--- config.mk ---
export PLATFORM = sky130hd
export DESIGN_NAME = seg7_scan_ctrl
export DESIGN_NICKNAME = d
export VERILOG_FILES = /design/src/rtl/seg7_pkg.sv /design/src/rtl/seg7_decode.sv /design/src/rtl/seg7_scan_ctrl.sv
export SDC_FILE = /design/constraint.sdc
export NUM_CORES = 1
export LEC_CHECK = 0
export ABC_AREA = 1
export BUFFER_PORTS_ARGS = -buffer_cell sky130_fd_sc_hd__buf_4
export CAP_MARGIN = 40
export CORE_AREA = 2 2 108 131
export CTS_CLUSTER_DIAMETER = 30
export CTS_CLUSTER_SIZE = 20
export DETAILED_ROUTE_END_ITERATION = 16
export DIE_AREA = 0 0 110 133
export PLACE_DENSITY = 0.67
export RECOVER_POWER = 50
export SLEW_MARGIN = 10
export SYNTH_ARGS = -nofsm -noshare
export SYNTH_HDL_FRONTEND = slang
export SYNTH_SLANG_ARGS = --single-unit
--- constraint.sdc ---
create_clock -name clk -period 3.15 [get_ports clk]
set_clock_uncertainty 0.2 [all_clocks]
set_input_delay 0.315 -clock clk [delete_from_list [all_inputs] [get_ports clk]]
set_output_delay 0.315 -clock clk [all_outputs]
set_load 0.005 [all_outputs]
--- src/rtl/seg7_pkg.sv ---
// Shared seven-segment definitions: hex glyph table, lookup helper and
// the digit index width helper used by the scanning display blocks.
package seg7_pkg;

  // Active-high glyphs {g,f,e,d,c,b,a}, indexed by nibble value.
  localparam logic [15:0][6:0] SEG_HEX = {
    7'h71, 7'h79, 7'h5E, 7'h39, 7'h7C, 7'h77, 7'h6F, 7'h7F,
    7'h07, 7'h7D, 7'h6D, 7'h66, 7'h4F, 7'h5B, 7'h06, 7'h3F
  };

  function automatic logic [6:0] hex_to_seg(input logic [3:0] nibble);
    return SEG_HEX[nibble];
  endfunction

  function automatic int digit_idx_w(input int num_digits);
    return (num_digits > 1) ? $clog2(num_digits) : 1;
  endfunction

endpackage

--- src/rtl/seg7_decode.sv ---
// Nibble + decimal point to 8-bit cathode pattern {dp,g,f,e,d,c,b,a}.
// blank turns the glyph segments off while leaving dp under control.
module seg7_decode
  import seg7_pkg::*;
#(
  parameter bit ACTIVE_LOW = 1'b1
) (
  input  logic [3:0] nibble,
  input  logic       dp,
  input  logic       blank,
  output logic [7:0] cathode
);

  logic [7:0] pat;

  always_comb begin
    pat     = {dp, blank ? 7'h00 : hex_to_seg(nibble)};
    cathode = ACTIVE_LOW ? ~pat : pat;
  end

endmodule

--- src/rtl/seg7_scan_ctrl.sv ---
// Multiplexed N-digit seven-segment scanner with PWM dimming, ghost guard,
// leading-zero suppression and frame-boundary commit of loaded values.
module seg7_scan_ctrl
  import seg7_pkg::*;
#(
  parameter int NUM_DIGITS       = 8,
  parameter int REFRESH_DIV      = 100000,
  parameter int GUARD_CYCLES     = 1000,
  parameter int DIM_BITS         = 3,
  parameter bit ANODE_ACTIVE_LOW = 1'b1,
  parameter bit SEG_ACTIVE_LOW   = 1'b1
) (
  input  logic                                  clk,
  input  logic                                  reset,
  input  logic [4*NUM_DIGITS-1:0]               data_in,
  input  logic [NUM_DIGITS-1:0]                 dp_in,
  input  logic [NUM_DIGITS-1:0]                 blank_in,
  input  logic                                  load,
  input  logic                                  lz_suppress,
  input  logic [DIM_BITS-1:0]                   brightness,
  output logic [NUM_DIGITS-1:0]                 anode,
  output logic [7:0]                            cathode,
  output logic [digit_idx_w(NUM_DIGITS)-1:0]    digit_idx,
  output logic                                  frame_done
);

  localparam int IW = digit_idx_w(NUM_DIGITS);
  localparam int SW = $clog2(REFRESH_DIV);
  localparam logic [NUM_DIGITS-1:0] AN_OFF  = {NUM_DIGITS{ANODE_ACTIVE_LOW}};
  localparam logic [7:0]            SEG_OFF = {8{SEG_ACTIVE_LOW}};

  logic [SW-1:0]           slot_cnt;
  logic [DIM_BITS-1:0]     pwm_cnt;
  logic                    pending;
  logic [4*NUM_DIGITS-1:0] sh_data, act_data;
  logic [NUM_DIGITS-1:0]   sh_dp, act_dp, sh_blank, act_blank;

  logic                    slot_end, frame_end;
  logic [NUM_DIGITS-1:0]   supp;
  logic                    lead;
  logic [3:0]              cur_nib;
  logic                    cur_dp, cur_blank, cur_supp, lit;
  logic [NUM_DIGITS-1:0]   onehot;
  logic [7:0]              dec_cathode;

  assign slot_end  = (slot_cnt == SW'(REFRESH_DIV - 1));
  assign frame_end = slot_end && (digit_idx == IW'(NUM_DIGITS - 1));

  // Walk down from the top digit; explicitly blanked digits count as zero.
  always_comb begin
    lead = 1'b1;
    supp = '0;
    for (int i = NUM_DIGITS - 1; i >= 1; i--) begin
      lead    = lead && (act_blank[i] || (act_data[4*i +: 4] == 4'h0));
      supp[i] = lead && lz_suppress;
    end
  end

  always_comb begin
    cur_nib   = act_data[4*digit_idx +: 4];
    cur_dp    = act_dp[digit_idx];
    cur_blank = act_blank[digit_idx];
    cur_supp  = supp[digit_idx];
    // A suppressed digit stays lit only to show its decimal point.
    lit       = (slot_cnt >= SW'(GUARD_CYCLES)) && !cur_blank &&
                !(cur_supp && !cur_dp) && (pwm_cnt <= brightness);
    onehot    = lit ? (NUM_DIGITS'(1) << digit_idx) : '0;
  end

  seg7_decode #(.ACTIVE_LOW(SEG_ACTIVE_LOW)) u_dec (
    .nibble  (cur_nib),
    .dp      (cur_dp),
    .blank   (cur_supp),
    .cathode (dec_cathode)
  );

  always_ff @(posedge clk or negedge reset) begin
    if (!reset) begin
      slot_cnt   <= '0;
      pwm_cnt    <= '0;
      digit_idx  <= '0;
      frame_done <= 1'b0;
      pending    <= 1'b0;
      sh_data    <= '0;
      sh_dp      <= '0;
      sh_blank   <= '1;
      act_data   <= '0;
      act_dp     <= '0;
      act_blank  <= '1;
      anode      <= AN_OFF;
      cathode    <= SEG_OFF;
    end else begin
      pwm_cnt    <= pwm_cnt + DIM_BITS'(1);
      slot_cnt   <= slot_end ? '0 : slot_cnt + SW'(1);
      frame_done <= frame_end;
      if (slot_end)
        digit_idx <= frame_end ? '0 : digit_idx + IW'(1);

      if (frame_end) begin
        pending <= 1'b0;
        if (load) begin
          // Load on the wrap cycle bypasses the shadow entirely.
          act_data  <= data_in;
          act_dp    <= dp_in;
          act_blank <= blank_in;
          sh_data   <= data_in;
          sh_dp     <= dp_in;
          sh_blank  <= blank_in;
        end else if (pending) begin
          act_data  <= sh_data;
          act_dp    <= sh_dp;
          act_blank <= sh_blank;
        end
      end else if (load) begin
        sh_data  <= data_in;
        sh_dp    <= dp_in;
        sh_blank <= blank_in;
        pending  <= 1'b1;
      end

      anode   <= ANODE_ACTIVE_LOW ? ~onehot : onehot;
      cathode <= lit ? dec_cathode : SEG_OFF;
    end
  end

endmodule

Word-level counts from Yosys, hierarchy flattened
Memories as Yosys holds them, arrays and structs flattened.
Cells that the tools add are included.
{ "word_totals": {"mem_count": 1, "mem_bits_ro": 112, "word_cells": 85, "ff_bits": 137, "inputBits": 55, "output_inout_bits": 20} }
{ "op_classes": {"eq_ne": 2, "reduce_logical": 38, "addsub": 3, "n_mux": 20, "order_cmp": 4, "shifts": 2, "n_bitwise": 2} }
{ "memory_table": {"columns": ["name", "depth", "word_bits", "rd", "rd_ports_with_merged_regs", "wr", "line", "source"], "rows": [
  ["(no name shown)", 16, 7, 1, 0, 0, "seg7_pkg.sv:12", "return SEG_HEX[nibble];"]
]} }
{ "op_table": {"columns": ["op", "count"], "rows": [
  ["$mux W32", 2],
  ["$mux W8", 6],
  ["$shiftx A32 B6 Y4", 1],
  ["$logic_not A4 Y1", 7],
  ["$logic_and A1 B1 Y1", 18],
  ["$add A17 B1 Y17 const B", 1],
  ["$eq A17 B17 Y1 const B", 1],
  ["$ge A17 B10 Y1 const B", 1],
  ["$mux W17", 1],
  ["$not A8 Y8", 2],
  ["$mux W7", 2],
  ["$bmux W1 S3", 3],
  ["$shl A1 B3 Y8 const A", 1],
  ["$logic_or A1 B1 Y1", 7],
  ["$add A3 B1 Y3 const B", 2],
  ["$lt A4 B5 Y1 const B", 1],
  ["$mux W1", 5],
  ["$lt A3 B4 Y1 const B", 1],
  ["$reduce_bool A2 Y1", 2],
  ["$eq A3 B3 Y1 const B", 1],
  ["$le A3 B3 Y1", 1],
  ["$logic_not A1 Y1", 3],
  ["$mux W3", 1],
  ["$reduce_and A2 Y1", 1]
]} }

Longest topological paths before layout
Gate-level depths: netlist (run 1).
{ "depth": {"word_depth": 17, "mapped_depth": 16, "depth_no_buf": 14} }

Modules after synthesis
From an unflattened synthesis (run 1), not the netlist that was laid out.
{ "unflattened": {"hier_cells": 810, "hier_area_um2": 6571.3} }
{ "by_module_without_submodules": {"columns": ["module", "cells_per_inst", "n_inst", "seq_area_each_um2", "area_each_um2"], "rows": [
  ["seg7_scan_ctrl", 756, 1, 3468.3, 6274.8],
  ["seg7_decode", 54, 1, 0.0, 296.5]
]} }

Worst setup path after synthesis (run 1)
OpenSTA, ideal clock, no wires.
{ "synth_path": {"kind": "flip-flop to flip-flop", "startpoint": "register digit_idx[1]", "endpoint": "register cathode[0]", "setup_time_ns": 0.077, "setup_slack_ns": 1.030, "t_required_ns": 2.873, "stages_incl_launch_ff": 17, "path_buffers": 2, "synth_period_minus_slack_ns": 2.120, "t_arrival_ns": 1.843, "cell_sequence": "dfrtp_1 buf_2 inv_1 buf_4 nor2_1 nand2_1 nand2_1 nand2_1 nand2_1 inv_1 ha_1 inv_1 nand3_1 nand3_1 nand2_1 nor2_1 nand2_1"} }
{ "synth_between": {"elab_chain_len": 8, "word_cells_on_any_way": 19, "classes_between": "shift (1); mux (9); bitwise (1); reduce/logical (7); memory (1)"} }
{ "synth_rtl": {"columns": ["element", "line", "source"], "rows": [
  ["start: declaration", "seg7_scan_ctrl.sv:23", "output logic [digit_idx_w(NUM_DIGITS)-1:0] digit_idx,"],
  ["start signal: assignment", "seg7_scan_ctrl.sv:97", "digit_idx <= frame_end ? '0 : digit_idx + IW'(1);"],
  ["branches (longest 7 deep; another with $mem_v2 Z16 W7)", null, null],
  ["$mux W8 *", "seg7_scan_ctrl.sv:122", "cathode <= lit ? dec_cathode : SEG_OFF;"],
  ["end signal: assignment", "seg7_scan_ctrl.sv:122", null],
  ["end: declaration", "seg7_scan_ctrl.sv:22", "output logic [7:0] cathode,"]
]} }
Every way passes the cells marked *. The select of a mux whose other input is x is not followed.
A chain may end at the register's enable or synchronous reset.

Final worst setup path (run 1)
Ends and elaborated chain as after synthesis.

==> results.toml, run 1 <==
[detailed_routing]
wirelength_microns = 15450
ant_nets = 0
viasPerCell = 4.903
avgRoutedWirePerCell_microns = 13.70
drt_iter0_drc = 330
drc = 0
vias = 5531
firstDrtPassIters = 6

[synthesis]
synth_seq_cells = 137
ys_types = 30
synth_edf_count = 0
ys.flop_type = "dfrtp_1"
synth_nets = 897
synthCells = 825
synthArstFlopShare_pct = 100.0
synth-seq-area-share_pct = 53.23
syn_area_sq_um = 6516
yosys_warnings = 0
syn_avg_cell_area_sq_um = 7.898

[floorplan]
num_rows = 47
coreArea_sq_um = 13470
die_area_sq_um = 14630
die_y_microns = 133
start_util_pct = 48.39
ios = 75
die-width_microns = 110

[timing]
final_hold_viol_count = 0
fmax_mhz = 427.5
drv_slew = 0
setup_viol = 0
period_minus_slack_ps = 2339
timing.final.crit_share_pct = 74.26
tns_ps = 0
rsz0062_at_grt = "no"
max_slew_margin_pct = 28.01
tightestPinTransition_ps = 1080

[placed_design]
post-place-cells = 1047
port_buffers = 74
place_congestion = 0.8984
hpwl_microns = 10330

[setup_path]
rr_startpoint = "digit_idx[1]"
crit_fanout = 8
start_kind = "flop"
critical_path_class = "flop to flop"
ff2ff_path_depth = 14
r2r-end = "cathode[0]"
startpoint = "digit_idx[1]"
crit_path_end = "cathode[0]"
cp.arrival_ps = 2490
crit_required_ps = 3300
endpoint_kind = "flop"
regToRegSetupSlack_ps = 810

[min_path]
hold_path.class = "flop to flop"

[grt]
grt_pass1_wl_microns = 26520
antenna_found_initial = 0
grtUsageMet1_pct = 28.84
grt_use_met3_pct = 5.025
grt_max_degree = 60
grt_pass1_vias = 5634
grt_overflow_total = 0
grt.busiest_layer = "met2"
grt_use_total_pct = 23.40
grtUsageMet2_pct = 39.71

[clock_tree]
cts_root_buf = "clkbuf_16"
cts_buffers = 17
cts_tree = "done"
insertion_delay_ps = 430
clockBufferDepth = 2
cts.clk_slew.worst_paths_ps = 60
htree_num_levels = 4
cts_setup_buffers = 0
cts.sinks = 137

[run_status]
outcome = "complete, no violations"

[cells_and_area]
nNetsFinal = 1016
final_common_cell = "nand2_1"
final_cell_mix = "nand2_1 (368), dfrtp_1 (105), nand3_1 (92)"
stdcell_count = 1128
area_growth_pct = 26.50
diodes = 0
layout-drive-gt1-share_pct = 16.61

[flow_run]
drv_cap = 0

[pwr]
ir_drop_uv = 364.8
leakage_nw = 4.335
power_density_nw_per_um2 = 470.3
-- worst min-delay path by stage --
stage                    start            to  slack (ps)  cells after the start
floorplan                reset   act_data[0]        -180                      0
global placement         reset  slot_cnt[13]         160                      1
detailed placement       reset    pwm_cnt[2]         150                      1
CTS                       load   sh_blank[5]          30                      3
finish              pwm_cnt[0]    pwm_cnt[0]         250                      1
global route        pwm_cnt[0]    pwm_cnt[0]         280                      1
-- power breakdown --
part,total [W],switching (W),internal [W],leakage [nW]
clock network,0.00180,0.000776,0.00103,0.244
registers,0.00184,0.0000145,0.00182,1.71
logic,0.000237,0.000124,0.000113,2.38
total,0.00388,0.000914,0.00296,4.34
-- critical path, stage by stage (launching register included) --
cell,delay (ps)
dfrtp_1,370
inv_1,210
buf_4,220
nand3_1,80
nand2_1,60
nand2_1,40
nand2_1,190
inv_1,110
ha_1,240
inv_1,80
nand3_1,100
nand3_1,130
nand2_1,80
nor2_1,90
nand2_1,50
-- layout make-up --
class | instances | area (sq um)
Fill cell | 1223 | 5224
Inverter | 66 | 247.7
Clock buffer | 19 | 442.9
Sequential cell | 137 | 3468
Tap cell | 171 | 214.0
Multi-Input combinational cell | 585 | 2615
Clock inverter | 13 | 97.59
Timing Repair Buffer | 137 | 1157
-- timing repair --
action                    in CTS  in global routing
gates resized for setup        0                  0
hold buffers                  49                  0
hold endpoints to repair      90                  0
-- state kept, by name (all words and copies together), names as in the netlist, 8 cells and up --
signal     cells
slot_cnt      17
anode          8
act_dp         8
sh_blank       8
sh_data       32
act_blank      8
act_data      32
sh_dp          8
cathode        8
-- cell usage after synthesis, drive strengths merged, types with 7 or more instances --
cell | instances | area share, %
a21oi | 9 | 0.69
buf | 22 | 2.1
clkbuf | 15 | 0.86
dfrtp | 105 | 40
dfstp | 32 | 13
ha | 17 | 3.3
inv | 65 | 3.7
nand2 | 369 | 21
nand3 | 93 | 7.2
nor2 | 51 | 3.0
nor3 | 7 | 0.61
o21ai | 16 | 1.2
xor2 | 11 | 1.5
-- through the flow --
stage	hold WS [ps]	util, %	setup slack [ps]	cell area, sq um	total power (W)
3_3_place_gp	155.1	53.69	954.8	7231	0.002055
2_1_floorplan	-180.6	-	1030	6516	0.001941
5_1_grt	282.6	61.21	476.2	8243	0.004028
6_report	254.9	61.21	810.8	8243	0.003876
4_1_cts	32.53	61.35	851.8	8262	0.003922
3_5_place_dp	153.1	53.69	914.5	7231	0.002060
-- metal layers --
layer / vias up / part of all wire (%)
li1: 2801 / -
met1: 2589 / 43
met2: 113 / 52
met3: 28 / 3.5
met4: 0 / 2.0
met5: - / 0
-- cells by family (layout without fill, tap and decap cells) --
family	Yosys count	after routing	share of synthesized area (%)
xor gates and xnor gates	11	11	1.478
AOI/OAI and AO/OA	31	31	2.554
DFF	137	137	53.23
buffers and inverters	103	235	6.720
adders and majority gates	17	17	3.264
and+or+nand+nor	526	526	32.76
Note: power is estimated with default switching activity, not from simulation.
==> inputs of run 2 (changes only) <==
Settings changed: ABC_AREA 1 to 0, CORE_AREA 2 2 108 131 to 2 2 105 127, DIE_AREA 0 0 110 133 to 0 0 107 129, PLACE_DENSITY 0.67 to 0.7.
Clock period 3.15 ns to 2.1 ns, I/O delays scaled along.
==> run 2 against run 1 <==
The run now ends with negative setup slack left. Highest routed layer unchanged. Sequential share of layout area shrank 3.9 points. Hold slack gained 18 ps. Combinational power grew 65%.
==> results.toml, run 2 <==
[min_path]
holdPathStages = 1
hold_end = "pwm_cnt[0]"
hold_path.class = "flop to flop"
hp-start = "pwm_cnt[0]"

[flow_run]
drv_cap = 0

[cells_and_area]
diodes = 0
final_cell_mix = "buf_4 (129), dfrtp_1 (104), mux2_2 (77)"
reg_top3 = "act_data x32, sh_data x32, slot_cnt x17"
final_common_cell = "buf_4"
nNetsFinal = 723
fin_area_sq_um = 9091
layout-drive-gt1-share_pct = 55.87
area_growth_pct = 46.67

[synthesis]
synth_area_leaders = "dfrtp_1 (42%), mux2_2 (15%), dfstp_2 (14%)"
ys.flop_type = "dfrtp_1"
ys_types = 44
synthCells = 442
synth_top_area_share_pct = 42.39
yosys.cell_count.top_type = "dfrtp_1"
ys_top_cells_by_count = "dfrtp_1 (105), mux2_2 (81), dfstp_2 (32)"
synthArstFlopShare_pct = 100.0
synth_seq_cells = 137
synth_nets = 514
yosys_warnings = 0
syn_avg_cell_area_sq_um = 14.02
syn_area_sq_um = 6198
synth-seq-area-share_pct = 55.95
yosysTopAreaCell = "dfrtp_1"
synth_edf_count = 0

[floorplan]
die_area_sq_um = 13800
start_util_pct = 49.37
coreArea_sq_um = 12560
num_rows = 45
die-width_microns = 107
die_y_microns = 129
ios = 75

[pwr]
leakage_nw = 4.170
power_w = 0.006041
ir_drop_uv = 559.5
power_density_nw_per_um2 = 664.5

[detailed_routing]
wirelength_microns = 14690
drc = 0
top_layer = "met4"
ant_nets = 0
met3_wirelength_microns = 578
avgRoutedWirePerCell_microns = 17.75
wl_met2_microns = 7623
firstDrtPassIters = 4
drt_iter0_drc = 255
vias = 4365
viasPerCell = 5.272
wl_met1_microns = 6121

[clock_tree]
cts_root_buf = "clkbuf_16"
cts_tree = "done"
cts.sinks = 137
htree_num_levels = 4
clockBufferDepth = 2
cts_buffers = 17
insertion_delay_ps = 420
cts.clk_slew.worst_paths_ps = 60

[grt]
grt_pass1_wl_microns = 23850
grt_max_degree = 45
antenna_found_initial = 0
grt_overflow_total = 0
grt_use_total_pct = 22.65
grt_pass1_vias = 4650

[setup_path]
crit_fanout = 8
crit_required_ps = 2240
regToRegSetupSlack_ps = -230
critical_path_class = "flop to flop"
cp_slowest_cell = "mux4_2"
slowest_delay_ps = 600
r2r-end = "cathode[6]"
start_kind = "flop"
cp.arrival_ps = 2470
ff2ff_path_depth = 7
cp_cell_sequence = "buf_12 > buf_8 > mux2i_2 > mux4_2 > mux2_4 > a22oi_2 > nand3_1"
endpoint_kind = "flop"
rr_startpoint = "digit_idx[2]"

[timing]
fmax_mhz = 429.5
period_minus_slack_ps = 2328
max_slew_margin_pct = 30.33
drv_slew = 0
final_hold_viol_count = 0
tns_ps = -9492
rsz0062_at_grt = "yes"
tightestPinTransition_ps = 1045
timing.final.crit_share_pct = 110.9
setup_viol = 64
layout_setup_ws_ps = -228.2

[placed_design]
placed_area_sq_um = 7576
port_buffers = 74
place_congestion = 0.8663
post-place-ws_ps = -238.6
hpwl_microns = 9471

[run_status]
outcome = "finished with violations"
violations = "negative setup slack"
## run 2: cell types whose count changed after synthesis, sizes merged, moves of 12 or more
cell   before  now
nand2     369   12
mux2        0  101
nand3      93   13
inv        65   18
nor2       51   15
mux2i       0   12
## run 2: per-layer routing
metal | vias up | track usage [%]
li1 | 2030 | -
met1 | 2187 | 28.50
met2 | 118 | 38.22
met3 | 30 | 5.167
met4 | 0 | 8.785
met5 | - | 0
## run 2: critical path: cells and delay by family, from the launching register on
family / cells / cell delay (ps)
AOI/OAI and AO/OA: 1 / 130
buffers and inverters: 2 / 290
DFF: 1 / 420
muxes: 3 / 1110
and+or+nand+nor: 1 / 100
## run 2: timing repair
item | 4_1_cts | 5_1_grt
pin swaps | 8 | 16
cloned | 1 | 3
hold buffers | 54 | 0
setup endpoints to repair | 64 | 64
gates resized for setup | 31 | 30
buffers inserted | 5 | 4
hold endpoints to repair | 131 | 0
## run 2: area by class of cell
class	count	area (sq um)
repair buffers	210	1892
multi-input cells	267	2879
clock buffers	18	429.2
fillers	794	3465
flip-flops and latches	137	3470
well taps	164	205.2
clock inverters	14	148.9
inverters	18	67.56
## run 2: metrics by stage
step	hold WS, ps	cells	utilization [%]
after global routing	303.9	828	72.41
after floorplan	-285.6	442	-
after global placement	40.53	732	60.34
after detailed placement	44.95	732	60.34
after CTS	140.2	823	70.70
final	272.4	828	72.41
## run 2: cell families after synthesis
logic type,after synthesis,synth area share [%]
mux,123,25.13
fa+ha+maj,17,3.432
flops,137,55.95
simple gates,80,7.005
buf+inv,39,2.806
compound gates,31,3.553
xor+xnor,15,2.120
## run 2: report_power, final
part           leakage [nW]  switching, W  internal [W]
combinational          2.21      0.000163      0.000228
sequential             1.69     0.0000235       0.00275
clock                 0.273       0.00113       0.00175
## run 2: worst max-delay path by stage
stage / from / to / slack, ps / depth (start not counted)
after floorplan: digit_idx[0] / cathode[6] / -320 / 9
after global placement: slot_cnt[11] / act_data[21] / -190 / 6
after detailed placement: digit_idx[0] / cathode[0] / -240 / 5
after CTS: slot_cnt[11] / act_data[20] / -200 / 6
after global routing: digit_idx[2] / cathode[3] / -290 / 9
final: digit_idx[2] / cathode[6] / -230 / 7
